[config.mk]
export PLATFORM = sky130hd
export DESIGN_NAME = mult
export DESIGN_NICKNAME = d
export VERILOG_FILES = /design/src/rtl/mult.sv
export SDC_FILE = /design/constraint.sdc
export NUM_CORES = 1
export LEC_CHECK = 0
export ABC_AREA = 1
export ABC_CLOCK_PERIOD_IN_PS = 6800
export CORE_AREA = 3 3 184 186
export CTS_CLUSTER_DIAMETER = 80
export DETAILED_ROUTE_END_ITERATION = 10
export DIE_AREA = 0 0 187 189
export MAX_ROUTING_LAYER = met4
export PLACE_DENSITY = 0.51
export SLEW_MARGIN = 10
export SYNTH_ARGS = -nofsm -noshare
export SYNTH_HDL_FRONTEND = slang
export SYNTH_SLANG_ARGS = --single-unit
[constraint.sdc]
create_clock -name clk -period 6.8 [get_ports clk]
set_input_delay 2.04 -clock clk [delete_from_list [all_inputs] [get_ports clk]]
set_output_delay 2.04 -clock clk [all_outputs]
set_load 0.01 [all_outputs]
[src/rtl/mult.sv]
// -----------------------------------------------------------------------------
// mult : multicycle signed WIDTH x WIDTH multiplier (radix-2 Booth)
//
// Computes the full 2*WIDTH-bit two's-complement product of srcA and srcB,
// one Booth iteration per clock, WIDTH iterations per operation.
//
// Ports
//   clk       in   system clock, all state updates on the rising edge
//   reset     in   synchronous, active-high reset (highest priority)
//   srcA      in   multiplicand, two's complement (sampled on init only)
//   srcB      in   multiplier, two's complement (sampled on init only)
//   multCtrl  in   init strobe: load operands and (re)start
//   multRun   out  high while iterations are in progress
//   multDone  out  one-cycle pulse when hi/lo hold the new product
//   hi        out  product bits [2*WIDTH-1:WIDTH]
//   lo        out  product bits [WIDTH-1:0]
//
// Handshake: the control unit pulses multCtrl for one cycle (edge N), then
// waits while multRun is high. Iterations happen on edges N+1..N+WIDTH; in
// the cycle after edge N+WIDTH multRun is low, multDone is high for exactly
// one cycle and hi/lo carry the product, which they then hold until the next
// init or reset. A new multCtrl at any time aborts and restarts; reset aborts
// without a multDone pulse. hi/lo read zero from init until completion.
// -----------------------------------------------------------------------------
module mult #(
   parameter int WIDTH = 32
) (
   input  logic             clk,
   input  logic             reset,
   input  logic [WIDTH-1:0] srcA,
   input  logic [WIDTH-1:0] srcB,
   input  logic             multCtrl,
   output logic             multRun,
   output logic             multDone,
   output logic [WIDTH-1:0] hi,
   output logic [WIDTH-1:0] lo
);

   localparam int CNT_W = $clog2(WIDTH) + 1;
   localparam logic [CNT_W-1:0] LAST_CNT = CNT_W'(WIDTH - 1);

   typedef enum logic {
      IDLE = 1'b0,
      RUN  = 1'b1
   } state_e;

   state_e           state_q;
   // Multiplicand and accumulator carry one extra bit so that -M cannot
   // overflow when srcA is the most negative value.
   logic [WIDTH:0]   m_q;
   logic [WIDTH:0]   acc_q;
   logic [WIDTH-1:0] q_q;
   logic             qm1_q;
   logic [CNT_W-1:0] cnt_q;
   logic [WIDTH-1:0] hi_q;
   logic [WIDTH-1:0] lo_q;
   logic             run_q;
   logic             done_q;

   logic [WIDTH:0]   acc_sum;
   logic [WIDTH:0]   acc_d;
   logic [WIDTH-1:0] q_d;
   logic             qm1_d;
   logic [CNT_W-1:0] cnt_d;

   // One Booth step: add/subtract M according to {Q[0],Qm1}, then shift the
   // whole {Acc,Q,Qm1} chain right arithmetically by one.
   always_comb begin
      acc_sum = acc_q;
      unique case ({q_q[0], qm1_q})
         2'b01:   acc_sum = acc_q + m_q;
         2'b10:   acc_sum = acc_q - m_q;
         default: acc_sum = acc_q;
      endcase
      acc_d = {acc_sum[WIDTH], acc_sum[WIDTH:1]};
      q_d   = {acc_sum[0], q_q[WIDTH-1:1]};
      qm1_d = q_q[0];
      cnt_d = cnt_q + CNT_W'(1);
   end

   always_ff @(posedge clk) begin
      if (reset) begin
         state_q <= IDLE;
         m_q     <= '0;
         acc_q   <= '0;
         q_q     <= '0;
         qm1_q   <= 1'b0;
         cnt_q   <= '0;
         hi_q    <= '0;
         lo_q    <= '0;
         run_q   <= 1'b0;
         done_q  <= 1'b0;
      end else if (multCtrl) begin
         // Init wins over a run in progress: the old product is discarded.
         state_q <= RUN;
         m_q     <= {srcA[WIDTH-1], srcA};
         acc_q   <= '0;
         q_q     <= srcB;
         qm1_q   <= 1'b0;
         cnt_q   <= '0;
         hi_q    <= '0;
         lo_q    <= '0;
         run_q   <= 1'b1;
         done_q  <= 1'b0;
      end else begin
         done_q <= 1'b0;
         unique case (state_q)
            IDLE: begin
               // hold the last product
            end
            RUN: begin
               acc_q <= acc_d;
               q_q   <= q_d;
               qm1_q <= qm1_d;
               cnt_q <= cnt_d;
               if (cnt_q == LAST_CNT) begin
                  // hi/lo only ever take the finished product.
                  hi_q    <= acc_d[WIDTH-1:0];
                  lo_q    <= q_d;
                  run_q   <= 1'b0;
                  done_q  <= 1'b1;
                  state_q <= IDLE;
               end
            end
            default: state_q <= IDLE;
         endcase
      end
   end

   assign multRun  = run_q;
   assign multDone = done_q;
   assign hi       = hi_q;
   assign lo       = lo_q;

endmodule

* Word-level counts from Yosys, hierarchy flattened *
Cells that the tools add are included.
W data, S select, Z words.

word-level totals
  register bits = 170
  bits in latches = 0
  RAM bits = 0
  bits in read-only memories = 0
  bits of input ports = 67
  output and inout bits = 66
  logic and storage cells = 33
  memories = 0

cells by class
  add/subtract/negate cells = 3
  multipliers = 0
  divide/modulo/power cells = 0
  $lt $le $gt $ge = 0
  equal/unequal tests = 3
  shifts and indexed selects = 0
  multiplexer cells = 10
  bitwise operators = 1
  reduce and logical (&&, ||, !) cells = 6

operator list
  operator               count
  $pmux W33 S2           1
  $mux W32               2
  $add A32 B32 Y33       1
  $sub A32 B32 Y33       1
  $mux W1                7
  $add A6 B1 Y6 const B  1
  $eq A6 B5 Y1 const B   1
  $reduce_and A2 Y1      2
  $reduce_bool A2 Y1     2
  $reduce_or A3 Y1       1
  $eq A2 B1 Y1 const B   1
  $eq A2 B2 Y1 const B   1
  $reduce_or A2 Y1       1
  $not A1 Y1             1

* Logic depth before layout (Yosys ltp) *
Gate-level depths: netlist of run 1.

  depth in word-level cells = 4
  gate-level depth with buffers = 25
  depth with buffers taken out = 25

* Worst setup path before layout of run 1 *
Ideal clock, no wire load.

  path type = in2reg
  start = input port multCtrl
  end = register hi_q[11], in the netlist hi[11]
  arrival time = 2,933 ps
  data required time = 6,740 ps
  slack = 3,808 ps
  stages on the path = 6
  path through = nor2_1 > inv_2 > nor2_2 > buf_4 > nand2_1 > nand2_1

on the way
  word-level cells in the longest chain between the ends = 1

ends and longest elaborated chain
  element                     line  source
  start: declaration          32    input logic multCtrl,
  $reduce_or A2 Y1 (no line)  -
  end signal: assignment      118   hi_q <= acc_d[WIDTH-1:0];
  end: declaration            55    logic [WIDTH-1:0] hi_q;

Every way passes these cells.
A chain may end at the register's enable or synchronous reset.

* Worst setup path after layout of run 1 *
  start = input port multCtrl
  end = register q_q[16]

on the way
  word-level cells in the longest chain between the ends = 1
  elaborated cells between the ends (all ways) = 2
  those cells by class = mux: 1; reduce/logical: 1

ends and longest elaborated chain
  element                                                line  source
  $mux W32 / $reduce_bool A2 Y1 (equally long branches)  -
  end signal: assignment                                 98    q_q <= srcB;
  end signal: assignment                                 113   q_q <= q_d;
  end: declaration                                       52    logic [WIDTH-1:0] q_q;

Several ways; a longest one is shown, not always the timed one.

==> results of run 1 <==
[final cells by class]
type                    instances  area, sq um
well taps                     442          553
flip-flops and latches        170         3400
repair buffers                142         1400
clock buffers                  17          425
inverters                     209          785
clock inverters                15          229
diodes                          2         5.00
fillers                      3457        20400
multi-input cells            1014         5230
[registers in the layout (all words and copies together), names as in the netlist]
signal	cells
cnt_q	6
hi	32
multRun	1
lo	32
multDone	1
qm1_q	1
q_q	32
m_q	32
state_q	1
acc_q	32
[cell usage after synthesis, types with 10 or more instances]
cell type	n
nand2_1	314
inv_1	204
nor2_1	176
dfxtp_1	170
o21ai_0	139
a21oi_1	93
nand3_1	85
clkbuf_1	43
ha_1	35
a221oi_1	28
xor2_1	22
buf_2	12
xnor2_1	12
nor3_1	11
o21a_1	11
a31oi_1	10
nand3b_1	10
[layer usage]
metal / up-vias / global-route usage
met5: - / -
met4: 0 / 0.0384
met3: 26 / 0.0431
met2: 174 / 0.271
met1: 4279 / 0.233
li1: 4915 / -
[kinds of logic after synthesis]
logic type | synth area share
compound gates | 0.186
fa+ha+maj | 0.0474
simple gates | 0.275
buf+inv | 0.108
xor+xnor | 0.0308
flops | 0.353
[critical path, cell delays in order]
cell	delay [ps]
clkdlybuf4s50_1	770
inv_2	950
o21ai_0	210
a221oi_1	250
[worst min-delay path by stage]
stage | from | end | slack, ps
floorplan | cnt_q[2]$_SDFFE_PP0P_ | cnt_q[2]$_SDFFE_PP0P_ | 440
global placement | lo[15]$_SDFFE_PP0P_ | lo[15]$_SDFFE_PP0P_ | 450
detailed placement | lo[15]$_SDFFE_PP0P_ | lo[15]$_SDFFE_PP0P_ | 450
CTS | lo[15]$_SDFFE_PP0P_ | lo[15]$_SDFFE_PP0P_ | 460
global route | lo[15]$_SDFFE_PP0P_ | lo[15]$_SDFFE_PP0P_ | 480
finish | lo[15]$_SDFFE_PP0P_ | lo[15]$_SDFFE_PP0P_ | 460
[power groups by stage]
stage / sequential (mW) / clock (mW) / combinational [mW]
floorplan: 1.08 / 0 / 0.371
finish: 1.07 / 1.09 / 0.532
global route: 1.07 / 1.16 / 0.602
global placement: 1.09 / 0 / 0.528
detailed placement: 1.09 / 0 / 0.530
CTS: 1.07 / 1.12 / 0.533
[through the flow]
stage / cell area, sq um / worst slack [ps] / power (mW) / cells
3_3_place_gp: 11400 / 2440 / 1.62 / 1977
5_1_grt: 12000 / 2620 / 2.84 / 2011
6_report: 12000 / 2870 / 2.69 / 2011
2_1_floorplan: 9650 / 3810 / 1.45 / 1456
3_5_place_dp: 11400 / 2430 / 1.62 / 1977
4_1_cts: 12000 / 2880 / 2.72 / 2009
==> results.py, run 1 <==
metrics = {
    "global_route": {
        "antenna_found_initial": 2,
        "grt_pass1_vias": 9094,
        "grt_pass1_wl_mm": 48.7,
        "grt_max_degree": 94,
        "overflow": 0,
        "track_usage": 0.175,
    },
    "worst_hold_path": {
        "min_path_type": "reg2reg",
        "hold_depth": 2,
    },
    "synth": {
        "synth_seq_cells": 170,
        "yosys.area.top_type": "dfxtp_1",
        "synth_top_flop_cell": "dfxtp_1",
        "synth_area_sq_um": 9650,
        "synth_edf_count": 0,
        "synthCells": 1456,
        "async_flop_share": 0,
        "ys_warn_count": 0,
        "ys_seq_area_frac": 0.353,
        "syn-num-nets": 1559,
        "synth_area_leaders": "dfxtp_1 35%, nand2_1 12%, inv_1 7.9%, o21ai_0 7.2%, nor2_1 6.8%",
        "synth_cell_types": 44,
        "synth_top_area_frac": 0.353,
        "syn_avg_cell_area_sq_um": 6.63,
    },
    "sta": {
        "totalNegativeSetupSlack_ps": 0,
        "slew_violations": 0,
        "setup_viol": 0,
        "worst-slew-pin-transition_ps": 1150,
        "skew_ps": 11.0,
        "rsz0062_at_grt": "false",
        "slew_headroom": 0.236,
        "fin_crit_ps": 3930,
        "fmax_ghz": 0.255,
        "fin_crit_sh": 0.577,
        "finalHoldViolCount": 0,
        "holdWs_ps": 459,
    },
    "place": {
        "io_buffers": 132,
        "gp_congestion": 0.864,
        "dp_hpwl_mm": 22.6,
    },
    "setup_path": {
        "reg2reg_depth": 21,
        "critical_path_class": "in2reg",
        "required_ps": 7140,
        "r2r_end": "hi[27]$_SDFFE_PP0P_",
        "rrSetupSlack_ps": 3000,
        "crit_arrival_ps": 4270,
        "end_kind": "flop",
        "cp-startpoint": "multCtrl",
        "rr_startpoint": "qm1_q$_SDFFE_PP0P_",
        "start_kind": "input pin",
        "worstSetupEndpoint": "q_q[16]$_SDFFE_PP0P_",
        "critPathMaxFanout": 69,
    },
    "clocking": {
        "htree_num_levels": 4,
        "cts_setup_buffers": 0,
        "clockRootBuffer": "clkbuf_16",
        "tritoncts": "built",
        "cts_buffers": 17,
        "clock_sinks": 170,
        "postCtsHoldBufs": 0,
        "clkTransAtPathRegs_ps": 70,
        "clock_path_buffers": 2,
        "ctsResizeCount": 0,
        "clk_latency_ps": 440,
    },
    "drt": {
        "finalWirelength_mm": 29.9,
        "routed-wl-met3_mm": 1.60,
        "num_vias": 9394,
        "drc": 0,
        "wl_met1_mm": 14.7,
        "via_per_inst": 4.67,
        "top_layer": "met4",
        "first_pass_iters": 5,
        "wire_per_inst_microns": 14.9,
        "antenna_left": 0,
        "routed-wl-met2_mm": 13.2,
        "drt-initial-drc-count": 454,
    },
    "floorplan": {
        "rows": 66,
        "dieArea_sq_um": 35300,
        "core_area_sq_um": 32500,
        "die_h_microns": 189,
        "io_pins": 133,
        "start_util": 0.297,
        "die_width_microns": 187,
    },
    "layout": {
        "area_delta_synth_final_pct": 24.6,
        "layout_common_cells": "314 x nand2_1, 203 x inv_1, 172 x nor2_1, 169 x dfxtp_1, 139 x o21ai_0",
        "drive_above_1_share": 0.0504,
        "final_core_util": 0.371,
        "layout_commonest_cell": "nand2_1",
        "finalNetCount": 1657,
    },
    "power": {
        "power_density_nw_per_um2": 224,
        "power_frac_seq": 0.397,
        "p_leak_nw": 5.52,
        "p_int_mw": 1.86,
        "switchingPower_mw": 0.833,
        "comb_power_share": 0.198,
        "ir_drop_mv": 0.137,
        "clkPwrFrac": 0.405,
        "switching_share": 0.310,
    },
    "status": {
        "run_status": "finished clean",
    },
    "flow_run": {
        "maxCapViolCount": 0,
    },
}
Note: power is estimated with default switching activity, not from simulation.
==> inputs of run 2 (changes only) <==
- ABC_CLOCK_PERIOD_IN_PS: 6800 -> 3700
- clock period: 6.8 -> 3.7 ns (I/O delays scaled with it)
==> run 2 against run 1 <==
- cell area increased by 0.81%
- final cell count rose by 0.75%
- sequential share of layout area decreased by 0.23 points
- global-route usage is 0.78 points higher
- first-iteration DRC count grew 22%
- sequential power grew 82%
- total power up 78%
- highest routed layer unchanged
- clock-buffer cell count grew 1
- critical endpoint is now acc_q[27]$_SDFFE_PP0P_
- largest power group is now registers
- combinational power up 92%
- worst setup slack worse by 2500 ps
- utilization grew 0.30 points
- non-clock buffer count is 17 higher
==> results.py, run 2 (synthesis results as in run 1) <==
metrics = {
    "status": {
        "run_status": "finished clean",
    },
    "sta": {
        "fmax_ghz": 0.297,
        "totalNegativeSetupSlack_ps": 0,
        "setup_viol": 0,
        "finalHoldViolCount": 0,
        "rsz0062_at_grt": "false",
        "skew_ps": 23.6,
        "worst-slew-pin-transition_ps": 683,
        "fin_crit_sh": 0.909,
        "slew_violations": 0,
        "slew_headroom": 0.544,
        "holdWs_ps": 465,
        "fin_crit_ps": 3360,
    },
    "setup_path": {
        "critPathTopFamily": "simple AND/OR/NAND/NOR gates",
        "slowest_delay_ps": 350,
        "critical_path_buf_inv_count": 3,
        "rr_startpoint": "m_q[0]$_SDFFE_PP0P_",
        "r2r_end": "acc_q[27]$_SDFFE_PP0P_",
        "end_kind": "flop",
        "reg2reg_depth": 20,
        "path_common_cell": "nand2_1",
        "critPathMaxFanout": 4,
        "path_cells": "inv_2 -> ha_1 -> nand2_1 -> nor2_1 -> nand2_2 -> o31ai_4 -> nand2_1 -> xnor2_1 -> ha_1 -> nand2_1 -> inv_1 -> nand2_1 -> nand2_1 -> o21bai_1 -> nor2_1 -> nand3_1 -> nand3_1 -> nand3_1 -> nand2_1 -> inv_1",
        "cp_slowest_cell": "ha_1",
        "required_ps": 4040,
        "critical_path_class": "reg2reg",
        "crit_arrival_ps": 3700,
        "start_kind": "flop",
        "rrSetupSlack_ps": 340,
    },
    "worst_hold_path": {
        "hold_depth": 2,
        "holdPathEnd": "lo[13]$_SDFFE_PP0P_",
        "min_path_type": "reg2reg",
        "min_from": "lo[13]$_SDFFE_PP0P_",
    },
    "power": {
        "power_density_nw_per_um2": 395,
        "power.total_mw": 4.79,
        "ir_drop_mv": 0.238,
        "p_leak_nw": 5.58,
    },
    "clocking": {
        "postCtsHoldBufs": 0,
        "clock_path_buffers": 2,
        "clock_sinks": 170,
        "tritoncts": "built",
        "clk_latency_ps": 450,
        "cts_buffers": 17,
        "cts_setup_buffers": 0,
        "clockRootBuffer": "clkbuf_16",
        "clkTransAtPathRegs_ps": 70,
        "htree_num_levels": 4,
        "ctsResizeCount": 0,
    },
    "layout": {
        "layout_commonest_cell": "nand2_1",
        "final_core_util": 0.374,
        "drive_above_1_share": 0.0606,
        "multi_input_area_sq_um": 5230,
        "area_delta_synth_final_pct": 25.6,
        "diodes": 0,
        "layout_common_cells": "314 x nand2_1, 203 x inv_1, 172 x nor2_1, 169 x dfxtp_1, 139 x o21ai_0",
        "fillCellCount": 3482,
        "register_area_sq_um": 3400,
        "fin_area_sq_um": 12100,
        "finalNetCount": 1674,
    },
    "global_route": {
        "track_usage": 0.183,
        "grt_pass1_wl_mm": 50.3,
        "overflow": 0,
        "grt_max_degree": 54,
        "grt_pass1_vias": 9202,
        "antenna_found_initial": 0,
    },
    "drt": {
        "via_per_inst": 4.68,
        "drc": 0,
        "finalWirelength_mm": 31.7,
        "antenna_left": 0,
        "num_vias": 9477,
        "first_pass_iters": 5,
        "wire_per_inst_microns": 15.7,
        "drt-initial-drc-count": 553,
    },
    "floorplan": {
        "start_util": 0.297,
        "dieArea_sq_um": 35300,
        "io_pins": 133,
        "die_h_microns": 189,
        "die_width_microns": 187,
        "core_area_sq_um": 32500,
        "rows": 66,
    },
    "place": {
        "dpl_cell_area_sq_um": 11500,
        "io_buffers": 132,
        "dp_hpwl_mm": 24.2,
        "gp_congestion": 0.925,
    },
    "flow_run": {
        "maxCapViolCount": 0,
    },
}
-- run 2: cell count changes in the layout (fill, tap and decap cells not counted) --
cell	change
clkinv_4	+1
buf_4	+14
buf_12	+3
clkbuf_8	+1
diode_2	-2
clkinv_8	+2
clkinvlp_4	+1
clkinv_2	-1
bufinv_16	-4
-- run 2: worst reg2reg max path, cell delays in order (launching register included) --
cell	delay [ps]
dfxtp_1	330
inv_2	80
ha_1	160
nand2_1	70
nor2_1	280
nand2_2	160
o31ai_4	250
nand2_1	100
xnor2_1	330
ha_1	350
nand2_1	140
inv_1	50
nand2_1	60
nand2_1	70
o21bai_1	180
nor2_1	230
nand3_1	110
nand3_1	120
nand3_1	90
nand2_1	80
inv_1	30
-- run 2: area by class of cell --
cell class	instances	area share
timing repair buffer	159	0.129
multi-input combinational	1014	0.431
tap	442	0.0456
sequential	170	0.281
inverter	209	0.0647
clock buffer	18	0.0362
clock inverter	14	0.0126
-- run 2: through the flow --
| step | setup slack (ps) | cells |
|---|---|---|
| 6_report | 335 | 2026 |
| 5_1_grt | 29.1 | 2026 |
| 4_1_cts | 305 | 2026 |
| 3_5_place_dp | 313 | 1994 |
| 3_3_place_gp | 304 | 1994 |
| 2_1_floorplan | 798 | 1456 |
-- run 2: worst max-delay path by stage --
| stage | end | cells past startpoint | from |
|---|---|---|---|
| after floorplan | acc_q[13]$_SDFFE_PP0P_ | 20 | qm1_q$_SDFFE_PP0P_ |
| after global placement | hi[27]$_SDFFE_PP0P_ | 20 | m_q[0]$_SDFFE_PP0P_ |
| after detailed placement | acc_q[27]$_SDFFE_PP0P_ | 20 | m_q[0]$_SDFFE_PP0P_ |
| after CTS | acc_q[27]$_SDFFE_PP0P_ | 20 | m_q[0]$_SDFFE_PP0P_ |
| after global routing | hi[26]$_SDFFE_PP0P_ | 20 | m_q[0]$_SDFFE_PP0P_ |
| final | acc_q[27]$_SDFFE_PP0P_ | 20 | m_q[0]$_SDFFE_PP0P_ |
-- run 2: power by group --
part / switching [mW] / leakage [nW] / internal [mW]
combinational: 0.652 / 3.90 / 0.372
sequential: 0.0524 / 1.39 / 1.90
clock: 0.894 / 0.284 / 0.922
-- run 2: metal layers --
metal / GRT usage / routed length, microns
met1: 0.246 / 15800
met3: 0.0426 / 1610
met4: 0.0465 / 556
met5: - / 0
met2: 0.279 / 13700
